File: src/rtl/lif_pkg.sv
// Shared definitions for the LIF node readers: FSM state type and default widths.
package lif_pkg;

   // Width of a LIF node output nibble.
   localparam int unsigned LIF_OUT_W = 4;

   // Default log2 of the rate-decoder window length.
   localparam int unsigned LIF_WIN_LOG2 = 4;

   // Rate-decoder window state.
   typedef enum logic {
      StIdle,
      StAccum
   } lif_state_e;

endpackage

File: src/rtl/lif_rate_window_ctr.sv
// Window sample counter: counts enabled samples and flags the one that closes the window.
module lif_rate_window_ctr #(
   parameter int unsigned WIN_LOG2 = 4
) (
   input  logic clk,
   input  logic rst_n,
   input  logic ena_i,
   input  logic clear_i,
   output logic last_o
);

   logic [WIN_LOG2-1:0] idx_q, idx_d;

   // Advance on every enabled sample; wraps to zero after the last one.
   always_comb begin
      idx_d = idx_q;
      if (clear_i) begin
         idx_d = '0;
      end else if (ena_i) begin
         idx_d = idx_q + WIN_LOG2'(1);
      end
   end

   // Sample index register.
   always_ff @(posedge clk or negedge rst_n) begin
      if (!rst_n) begin
         idx_q <= '0;
      end else begin
         idx_q <= idx_d;
      end
   end

   // clear discards a same-cycle sample, so it also suppresses the window end.
   assign last_o = ena_i & ~clear_i & (idx_q == '1);

endmodule

File: src/rtl/lif_rate_decoder.sv
// Windowed rate decoder for a LIF node output: mean and nonzero count per window,
// offered on a valid/ready port with sticky overrun.
// Optional feature: define LIF_RATE_DECODER_PEAK_EN to add the res_peak output.
module lif_rate_decoder
   import lif_pkg::*;
#(
   parameter int unsigned SAMPLE_W = LIF_OUT_W,
   parameter int unsigned WIN_LOG2 = LIF_WIN_LOG2
) (
   input  logic                clk,
   input  logic                rst_n,
   input  logic                ena,
   input  logic                clear,
   input  logic [SAMPLE_W-1:0] sample,
   output logic                res_valid,
   input  logic                res_ready,
   output logic [SAMPLE_W-1:0] res_mean,
   output logic [WIN_LOG2:0]   res_count,
   output logic                overrun,
   output logic                busy
`ifdef LIF_RATE_DECODER_PEAK_EN
   ,
   output logic [SAMPLE_W-1:0] res_peak
`endif
);

   localparam int unsigned ACC_W = SAMPLE_W + WIN_LOG2;
   localparam int unsigned CNT_W = WIN_LOG2 + 1;

   lif_state_e state_q;

   logic [ACC_W-1:0] acc_q, acc_d, acc_sum;
   logic [CNT_W-1:0] nz_q, nz_d, nz_sum;
   logic             take;
   logic             win_end;

   logic                res_valid_q, res_valid_d;
   logic [SAMPLE_W-1:0] res_mean_q;
   logic [CNT_W-1:0]    res_count_q;
   logic                overrun_q, overrun_d;

   assign take    = ena & ~clear;
   assign acc_sum = acc_q + ACC_W'(sample);
   assign nz_sum  = nz_q + CNT_W'(|sample);

   lif_rate_window_ctr #(
      .WIN_LOG2 (WIN_LOG2)
   ) u_window_ctr (
      .clk     (clk),
      .rst_n   (rst_n),
      .ena_i   (ena),
      .clear_i (clear),
      .last_o  (win_end)
   );

   // Window FSM: enter on the first sample, leave after the last; clear wins.
   always_ff @(posedge clk or negedge rst_n) begin
      if (!rst_n) begin
         state_q <= StIdle;
      end else if (clear) begin
         state_q <= StIdle;
      end else begin
         unique case (state_q)
            StIdle:  if (take) state_q <= StAccum;
            StAccum: if (win_end) state_q <= StIdle;
            default: state_q <= StIdle;
         endcase
      end
   end

   // Running sum and nonzero count; both restart at window end or clear.
   always_comb begin
      acc_d = acc_q;
      nz_d  = nz_q;
      if (clear || win_end) begin
         acc_d = '0;
         nz_d  = '0;
      end else if (take) begin
         acc_d = acc_sum;
         nz_d  = nz_sum;
      end
   end

   // Result handshake: a window end always (re)loads, otherwise a transfer drops valid.
   always_comb begin
      res_valid_d = res_valid_q;
      overrun_d   = overrun_q;
      if (win_end) begin
         res_valid_d = 1'b1;
      end else if (res_valid_q && res_ready) begin
         res_valid_d = 1'b0;
      end
      if (clear) begin
         overrun_d = 1'b0;
      end else if (win_end && res_valid_q && !res_ready) begin
         overrun_d = 1'b1;
      end
   end

   // Accumulator, handshake and result registers.
   always_ff @(posedge clk or negedge rst_n) begin
      if (!rst_n) begin
         acc_q       <= '0;
         nz_q        <= '0;
         res_valid_q <= 1'b0;
         overrun_q   <= 1'b0;
         res_mean_q  <= '0;
         res_count_q <= '0;
      end else begin
         acc_q       <= acc_d;
         nz_q        <= nz_d;
         res_valid_q <= res_valid_d;
         overrun_q   <= overrun_d;
         if (win_end) begin
            // Top SAMPLE_W bits of the sum is floor(sum / 2^WIN_LOG2).
            res_mean_q  <= acc_sum[ACC_W-1 -: SAMPLE_W];
            res_count_q <= nz_sum;
         end
      end
   end

`ifdef LIF_RATE_DECODER_PEAK_EN
   logic [SAMPLE_W-1:0] peak_q, peak_max;
   logic [SAMPLE_W-1:0] res_peak_q;

   assign peak_max = (sample > peak_q) ? sample : peak_q;

   // Running window maximum, latched into the result at window end.
   always_ff @(posedge clk or negedge rst_n) begin
      if (!rst_n) begin
         peak_q     <= '0;
         res_peak_q <= '0;
      end else if (clear) begin
         peak_q <= '0;
      end else if (win_end) begin
         peak_q     <= '0;
         res_peak_q <= peak_max;
      end else if (take) begin
         peak_q <= peak_max;
      end
   end

   assign res_peak = res_peak_q;
`else
   // Peak tracking not built.
`endif

   assign res_valid = res_valid_q;
   assign res_mean  = res_mean_q;
   assign res_count = res_count_q;
   assign overrun   = overrun_q;
   assign busy      = (state_q == StAccum);

endmodule
File: config.mk
export PLATFORM = sky130hd
export DESIGN_NAME = lif_rate_decoder
export DESIGN_NICKNAME = d
export VERILOG_FILES = /design/src/rtl/lif_pkg.sv /design/src/rtl/lif_rate_window_ctr.sv /design/src/rtl/lif_rate_decoder.sv
export SDC_FILE = /design/constraint.sdc
export NUM_CORES = 1
export LEC_CHECK = 0
export ABC_CLOCK_PERIOD_IN_PS = 4900
export BUFFER_PORTS_ARGS = -buffer_cell sky130_fd_sc_hd__clkbuf_2
export CAP_MARGIN = 20
export CORE_MARGIN = 2
export CORE_UTILIZATION = 35
export CTS_CLUSTER_SIZE = 20
export DETAILED_ROUTE_END_ITERATION = 16
export GPL_TIMING_DRIVEN = 1
export HOLD_SLACK_MARGIN = 0.06
export PLACE_DENSITY = 0.6
export SLEW_MARGIN = 25
export SYNTH_ARGS = -nofsm -noshare
export SYNTH_HDL_FRONTEND = slang
export SYNTH_HIERARCHICAL = 1
export SYNTH_SLANG_ARGS = --single-unit
File: constraint.sdc
create_clock -name clk -period 4.9 [get_ports clk]
set_input_delay 0.245 -clock clk [delete_from_list [all_inputs] [get_ports clk]]
set_output_delay 0.245 -clock clk [all_outputs]
set_load 0.005 [all_outputs]
---- Yosys cells after proc, flatten, opt, wreduce, memory -nomap -nowiden ----
Index checks and enable logic that the tools add are counted.
word-level totals
  bits in registers ....................... 29
  input bits .............................. 9
  output and inout bits ................... 12
  word-level logic and storage cells ...... 40
cells by class
  add/sub/neg operators ................... 3
  eq/ne operators ......................... 1
  mux-type cells .......................... 14
  bitwise logic cells ..................... 4
  reduce and logical (&&, ||, !) cells .... 10
operators with widths
  cell                 number
  $mux 8               2
  $mux 5               2
  $add 8x4->8          1
  $mux 4               2
  $reduce_bool 2->1    4
  $mux 1               7
  $add 5x1->5          1
  $add 4x1->4 const B  1
  $eq 4x4->1 const B   1
  $reduce_or 4->1      1
  $logic_and 1x1->1    3
  $and 1x1->1          2
  $not 1->1            2
  $pmux 1 s2           1
  $logic_not 1->1      1
  $logic_or 1x1->1     1

---- Depth between registers and ports, before layout ----
Gate-level depths: netlist of the first run.
  word-level depth ........................ 7
  depth in mapped cells ................... 6

---- Hierarchy ----
Netlist of the first run, hierarchy kept.
by module, submodules not included
  module               times used  cells each  area each (µm²)  seq. area each (µm²)
  lif_rate_decoder     1           124         1,282.5          625.6
  lif_rate_window_ctr  1           18          227.7            100.1

---- Least setup slack after synthesis of the first run ----
OpenSTA, ideal clock, no wires.
  path type ............................... register to register
  start ................................... register acc_q[0]
  end ..................................... register res_mean_q[0] (netlist: res_mean[0])
  library setup time ...................... 0.125 ns
  data arrival time ....................... 1.668 ns
  data required time ...................... 4.775 ns
  path slack .............................. 3.108 ns
  stages on the path, launching flop included .. 7
  path through ............................ dfrtp_1 ha_1 fa_1 a21o_1 a21oi_2 xnor2_1 mux2_2
on the way
  cells in the longest elaborated chain, start to end .. 1
ends and longest elaborated chain
  what                    RTL line                 RTL
  start, declared         lif_rate_decoder.sv:32   logic [ACC_W-1:0] acc_q, acc_d, acc_sum;
  start signal, assigned  lif_rate_decoder.sv:103  acc_q <= '0;
  start signal, assigned  lif_rate_decoder.sv:110  acc_q <= acc_d;
  $add 8x4->8             lif_rate_decoder.sv:43   assign acc_sum = acc_q + ACC_W'(sample);
  end signal, assigned    lif_rate_decoder.sv:116  res_mean_q <= acc_sum[ACC_W-1 -: SAMPLE_W];
  end, declared           lif_rate_decoder.sv:38   logic [SAMPLE_W-1:0] res_mean_q;
Every way passes these cells.
A chain may end at the register's enable or synchronous reset.

---- Worst setup path in the final report of the first run ----
Ends and elaborated chain as after synthesis.

==> flow_metrics.env, run 1 <==
export IMPL_status="completed"
export IMPL_cts_root_buf="clkbuf_8"
export IMPL_synth_simple_area_share_pct=16.74
export IMPL_final_nets=181
export IMPL_path_cells="ha_1 > fa_1 > a21o_1 > a21oi_2 > xnor2_1 > mux2_2"
export IMPL_fp_coreArea_um2=4086
export IMPL_area_growth_pct=14.83
export IMPL_skew_ns=0.007287
export IMPL_drive_above_1_share_pct=21.34
export IMPL_synthTopCellsByCount="dfrtp_1, nor2_1, a21oi_1, ha_1"
export IMPL_fin_crit_sh_pct=40.72
export IMPL_grt_pass1_vias=1126
export IMPL_drv_slew=0
export IMPL_ctsLongestPathBuffers=2
export IMPL_synthDominantCellAreaShare_pct=48.05
export IMPL_synthMuxAreaShare_pct=7.954
export IMPL_cts_sinks=29
export IMPL_synth_top_family_by_area="simple AND/OR/NAND/NOR gates"
export IMPL_fmax_mhz=501.2
export IMPL_ys_types=37
export IMPL_yosysWarnings=6
export IMPL_p_leak_uw=0.0008496
export IMPL_path_class="register to register"
export IMPL_ys_ff_latch=29
export IMPL_start_util_pct=36.96
export IMPL_synth_edf_count=0
export IMPL_die_area_um2=4856
export IMPL_h_tree_depth=2
export IMPL_cp_max_fo=7
export IMPL_dp_hpwl_um=2166
export IMPL_track_usage_pct=13.69
export IMPL_via_per_inst=5.215
export IMPL_syn_inst=142
export IMPL_instances_no_fill=214
export IMPL_fillers=421
export IMPL_antenna_found_initial=0
export IMPL_drt_initial_drc_count=79
export IMPL_clkPwrFrac_pct=38.1
export IMPL_critPathSlowestCell="fa_1"
export IMPL_hold_path_class="input port to register"
export IMPL_synthAdderAreaFrac_pct=7.125
export IMPL_drtPass1Iterations=4
export IMPL_worst_pin_slew_ns=0.7170
export IMPL_ant_nets=0
export IMPL_placed_cells=206
export IMPL_setup_viol=0
export IMPL_diodes=0
export IMPL_syn_area_um2=1510
export IMPL_arrival_ns=2.15
export IMPL_die_w_um=69.69
export IMPL_async_reset_ff_share_pct=100.0
export IMPL_cp_data_required_time_ns=5.06
export IMPL_crit_path_end_kind="register"
export IMPL_cp_start_kind="register"
export IMPL_synthXorXnorAreaFrac_pct=5.220
export IMPL_switching_share_pct=24.94
export IMPL_p_int_uw=384.1
export IMPL_maxCapViolCount=0
export IMPL_postSynthAreaPerCell_um2=10.64
export IMPL_grt_max_degree=30
export IMPL_routed_wl_um=2976
export IMPL_yosysTopAreaCell="dfrtp_1"
export IMPL_insertion_delay_ns=0.28
export IMPL_ir_drop_mv=0.1299
export IMPL_top_level_ports=21
export IMPL_io_buffers=20
export IMPL_finalSetupTns_ns=0
export IMPL_clk_pin_slew_ns=0.06
export IMPL_synth_nets=159
export IMPL_drc=0
export IMPL_wl_per_cell_um=13.91
export IMPL_rsz0062_at_grt="false"
export IMPL_synth_most_common_cell="dfrtp_1"
export IMPL_grt_pass1_wl_um=5271
export IMPL_num_rows=23
export IMPL_p_sw_uw=127.6
export IMPL_combPwrFrac_pct=12.0
export IMPL_gp_congestion=0.7490
export IMPL_seqPwrFrac_pct=49.9
export IMPL_relSlewSlack_pct=52.20
export IMPL_post_route_min_period_ns=1.995
export IMPL_synth_area_leaders="dfrtp_1, ha_1, nor2_1"
export IMPL_cts_inserted_buffers=5
export IMPL_hold_violations=0
export IMPL_chipHeight_um=69.69
export IMPL_overflow=0
export IMPL_yosysSeqAreaShare_pct=48.05
export IMPL_vias=1116
export IMPL_max_stage_delay_ns=0.42
export IMPL_powerDensity_nw_per_um2=295.0
export IMPL_synth_compound_area_share_pct=11.60
export IMPL_cts_tree="yes"
export IMPL_synthFlopType="dfrtp_1"
==> metal layers <==
| metal | GRT usage, % | up-vias | share of wire, % |
|---|---|---|---|
| li1 | - | 549 | - |
| met1 | 18.23 | 536 | 50 |
| met2 | 20.30 | 23 | 44 |
| met3 | 3.779 | 8 | 4.0 |
| met4 | 7.051 | 0 | 2.1 |
| met5 | 0 | - | 0 |
==> cells in the final DEF, fill, tap and decap left out, types with 5 or more instances in the layout <==
cell,count
a21oi_1,8
clkbuf_2,20
clkbuf_8,6
dfrtp_1,29
ha_1,7
mux2i_1,6
nand2_1,6
nor2_1,21
or3_1,5
xor2_1,5
==> cell families after synthesis <==
logic type | count (synthesis)
buffers and inverters | 10
AOI/OAI and AO/OA | 27
and+or+nand+nor | 48
adders and majority gates | 8
xor gates and xnor gates | 9
muxes | 11
DFF | 29
==> flip-flops by register name, indices dropped and copies added (netlist names) <==
register	count
busy	1
acc_q	8
res_mean	4
nz_q	5
overrun	1
res_count	5
u_window_ctr/idx_q	4
res_valid	1
==> worst max-delay path, delay by kind of cell, from the launching register on <==
family / cells / cell delay, ns
fa+ha+maj: 2 / 0.62
compound gates: 2 / 0.48
xor+xnor: 1 / 0.14
mux: 1 / 0.27
flops: 1 / 0.37
==> repair_timing <==
item / 4_1_cts / 5_1_grt
endpoints found under the hold margin: 29 / 0
setup buffers: 0 / 0
hold buffers: 1 / 0
resized for setup: 0 / 0
==> layout make-up <==
type                            count  area, µm²  share of cell area [%]
Timing Repair Buffer               21      110.1                   6.349
Multi-Input combinational cell    103      734.5                   42.35
Sequential cell                    29      725.7                   41.85
Inverter                            4      15.01                  0.8658
Tap cell                           50      62.56                   3.608
Clock buffer                        7      86.33                   4.978
==> power by group through the flow <==
stage / sequential (µW) / combinational, µW / clock, µW
finish: 255 / 61.4 / 195
global route: 256 / 70.2 / 215
CTS: 255 / 62.8 / 202
detailed placement: 260 / 61.6 / 0
global placement: 259 / 59.2 / 0
floorplan: 258 / 42.5 / 0
==> metrics by stage <==
step | worst slack [ns] | hold WS, ns | power, µW | area, µm² | util (%)
3_3_place_gp | 2.913 | 0.3339 | 318.0 | 1638 | 40.08
2_1_floorplan | 3.108 | -0.05059 | 300.1 | 1510 | -
5_1_grt | 2.757 | 0.2708 | 541.3 | 1734 | 42.44
6_report | 2.905 | 0.2570 | 511.7 | 1734 | 42.44
4_1_cts | 2.893 | 0.2570 | 519.8 | 1734 | 42.44
3_5_place_dp | 2.859 | 0.3486 | 321.2 | 1638 | 40.08
==> worst paths after layout <==
check | from | to | slack (ns) | cells after the start
worst max-delay path | acc_q[0]$_DFFE_PN0P_ | res_mean[0]$_DFFE_PN0P_ | 2.90 | 6
worst max register to register | acc_q[0]$_DFFE_PN0P_ | res_mean[0]$_DFFE_PN0P_ | 2.90 | 6
min in group asynchronous | rst_n | acc_q[4]$_DFFE_PN0P_ | 0.55 | 2
worst min register to register | overrun$_DFFE_PN0P_ | overrun$_DFFE_PN0P_ | 0.50 | 2
max in group asynchronous | rst_n | nz_q[0]$_DFFE_PN0P_ | 3.88 | 2
worst min-delay path | clear | u_window_ctr/idx_q[2]$_DFFE_PN0P_ | 0.26 | 2
(Power assumes the default switching activity.)
==> inputs of run 2 (changes only) <==
ABC_AREA = 1   (was not set)
ABC_CLOCK_PERIOD_IN_PS = 1800   (was 4900)
PLACE_DENSITY = 0.62   (was 0.6)
clock period = 1.8 ns   (was 4.9 ns; I/O delays follow)
==> flow_metrics.env, run 2 <==
export IMPL_area_growth_pct=17.33
export IMPL_cts_sinks=29
export IMPL_syn_inst=171
export IMPL_routed_wl_um=2936
export IMPL_skew_ns=0.005468
export IMPL_path_cells="ha_1 > fa_1 > nand3_1 > nand2_1 > nand2_1 > nand2_1 > nand3_1 > o21ai_0"
export IMPL_r2r_end="acc_q[6]$_DFFE_PN0P_"
export IMPL_fillers=433
export IMPL_insertion_delay_ns=0.28
export IMPL_die_w_um=68.87
export IMPL_final_area_um2=1728
export IMPL_cpMostUsedCell="nand2_1"
export IMPL_post_route_min_period_ns=1.592
export IMPL_rsz0062_at_grt="false"
export IMPL_synthDominantCellAreaShare_pct=49.28
export IMPL_worst_pin_slew_ns=0.7379
export IMPL_cp_max_fo=3
export IMPL_placed_cells=240
export IMPL_h_tree_depth=2
export IMPL_vias=1174
export IMPL_ctsLongestPathBuffers=2
export IMPL_power_uw=1375
export IMPL_setup_slack_ns=0.2082
export IMPL_diodes=0
export IMPL_drv_slew=0
export IMPL_drive_above_1_share_pct=20.00
export IMPL_fp_coreArea_um2=4029
export IMPL_hold_end="busy$_DFF_PN0_"
export IMPL_overflow=0
export IMPL_grt_pass1_vias=1164
export IMPL_track_usage_pct=15.17
export IMPL_num_rows=23
export IMPL_drc=0
export IMPL_final_common_cell="nand2_1"
export IMPL_antenna_found_initial=0
export IMPL_cts_tree="yes"
export IMPL_cts_root_buf="clkbuf_8"
export IMPL_hp_start="clear"
export IMPL_arrival_ns=1.75
export IMPL_instances_no_fill=250
export IMPL_grt_pass1_wl_um=5133
export IMPL_r2r_start="acc_q[0]$_DFFE_PN0P_"
export IMPL_start_util_pct=36.55
export IMPL_dp_hpwl_um=2103
export IMPL_place_area_um2=1628
export IMPL_regMostFlops="acc_q"
export IMPL_ys_types=24
export IMPL_postSynthAreaPerCell_um2=8.612
export IMPL_drtPass1Iterations=4
export IMPL_powerDensity_nw_per_um2=795.8
export IMPL_crit_path_end_kind="register"
export IMPL_largest_reg_flops=8
export IMPL_fmax_mhz=628.2
export IMPL_via_per_inst=4.696
export IMPL_cp_data_required_time_ns=1.96
export IMPL_drt_initial_drc_count=40
export IMPL_synth_nets=188
export IMPL_max_stage_delay_ns=0.41
export IMPL_ant_nets=0
export IMPL_cts_inserted_buffers=5
export IMPL_die_area_um2=4742
export IMPL_reg2reg_depth=8
export IMPL_hold_violations=0
export IMPL_syn_area_um2=1473
export IMPL_maxCapViolCount=0
export IMPL_holdPathStages=2
export IMPL_synth_most_common_cell="nand2_1"
export IMPL_final_nets=216
export IMPL_grt_max_degree=30
export IMPL_async_reset_ff_share_pct=100.0
export IMPL_wl_per_cell_um=11.74
export IMPL_synthFlopType="dfrtp_1"
export IMPL_finalSetupTns_ns=0
export IMPL_p_leak_uw=0.0009096
export IMPL_cp_start_kind="register"
export IMPL_clk_pin_slew_ns=0.06
export IMPL_dp_slack_ns=0.1400
export IMPL_critPathSlowestCell="fa_1"
export IMPL_fin_crit_sh_pct=88.43
export IMPL_yosysTopAreaCell="dfrtp_1"
export IMPL_relSlewSlack_pct=50.81
export IMPL_synthTopCellsByCount="nand2_1, dfrtp_1, nand3_1, inv_1, o21ai_0"
export IMPL_top_level_ports=21
export IMPL_layout_common_cells="nand2_1, dfrtp_1, clkbuf_2"
export IMPL_setup_viol=0
export IMPL_synth_edf_count=0
export IMPL_yosysSeqAreaShare_pct=49.28
export IMPL_chipHeight_um=68.87
export IMPL_path_class="register to register"
export IMPL_hold_path_class="input port to register"
export IMPL_yosysWarnings=6
export IMPL_ff2ff_setup_slack_ns=0.21
export IMPL_io_buffers=20
export IMPL_status="completed"
export IMPL_ir_drop_mv=0.4117
export IMPL_ys_ff_latch=29
export IMPL_gp_congestion=0.7853
export IMPL_synth_area_leaders="dfrtp_1, nand2_1, nand3_1"
## run 2: cell types whose count changed after synthesis, moves of 5 or more
| cell | delta |
|---|---|
| inv_1 | +11 |
| mux2i_1 | -6 |
| nor2_1 | -13 |
| o21ai_0 | +9 |
| nand3_1 | +14 |
| nand2_1 | +45 |
| or3_1 | -5 |
## run 2: area by class of cell
type                       instances  area [µm²]  share of cell area [%]
timing repair buffer              23       127.6                   7.386
inverter                          17       63.81                   3.693
sequential                        29       725.7                   42.00
multi-input combinational        123       668.1                   38.67
clock buffer                       8       80.08                   4.634
tap                               50       62.56                   3.621
## run 2: kinds of logic after synthesis
kind of cell	after synthesis	share of synthesized area, %
simple gates	91	28.29
flops	29	49.28
compound gates	20	7.392
buf+inv	19	5.352
fa+ha+maj	8	7.306
xor+xnor	4	2.379
## run 2: worst max path at each step
stage               cells past startpoint                               from  slack, ns                  endpoint
CTS                                     6  u_window_ctr/idx_q[0]$_DFFE_PN0P_       0.17  res_count[1]$_DFFE_PN0P_
global placement                        8                          sample[1]       0.16       nz_q[4]$_DFFE_PN0P_
detailed placement                      8                          sample[1]       0.14       nz_q[4]$_DFFE_PN0P_
finish                                  8               acc_q[0]$_DFFE_PN0P_       0.21      acc_q[6]$_DFFE_PN0P_
floorplan                               8               acc_q[0]$_DFFE_PN0P_       0.33      acc_q[6]$_DFFE_PN0P_
global route                            8               acc_q[0]$_DFFE_PN0P_       0.04      acc_q[6]$_DFFE_PN0P_
## run 2: power breakdown
part | switching [µW] | internal [µW] | leakage (µW)
clock | 232 | 274 | 0.0000395
sequential | 21.4 | 680 | 0.000392
combinational | 99.2 | 68.3 | 0.000478
## run 2: layer usage
metal  part of all wire [%]  vias to the layer above  global-route usage (%)  wire (µm)
li1                       -                      607                       -          -
met1                     45                      545                   18.73       1331
met2                     50                       16                   24.28       1455
met3                    3.5                        6                   5.357        103
met4                    1.5                        0                   5.882         45
met5                      0                        -                       0          0
## run 2: repair_timing
| item | CTS | global route |
|---|---|---|
| setup endpoints to repair | 0 | 5 |
| hold buffers | 2 | 0 |
| setup buffers | 0 | 0 |
| endpoints found under the hold margin | 30 | 0 |
| resized for setup | 0 | 1 |
## run 2: metrics by stage
step,hold WS (ns),utilization (%)
2_1_floorplan,-0.2056,-
3_3_place_gp,0.1894,40.40
3_5_place_dp,0.2020,40.40
4_1_cts,0.06010,42.89
5_1_grt,0.06860,42.89
6_report,0.06747,42.89
## run 2: worst max-delay path: cells and delay by family (launching register included)
| kind | cells | cell delay, ns |
|---|---|---|
| fa+ha+maj | 2 | 0.62 |
| simple gates | 5 | 0.39 |
| flops | 1 | 0.38 |
| compound gates | 1 | 0.08 |
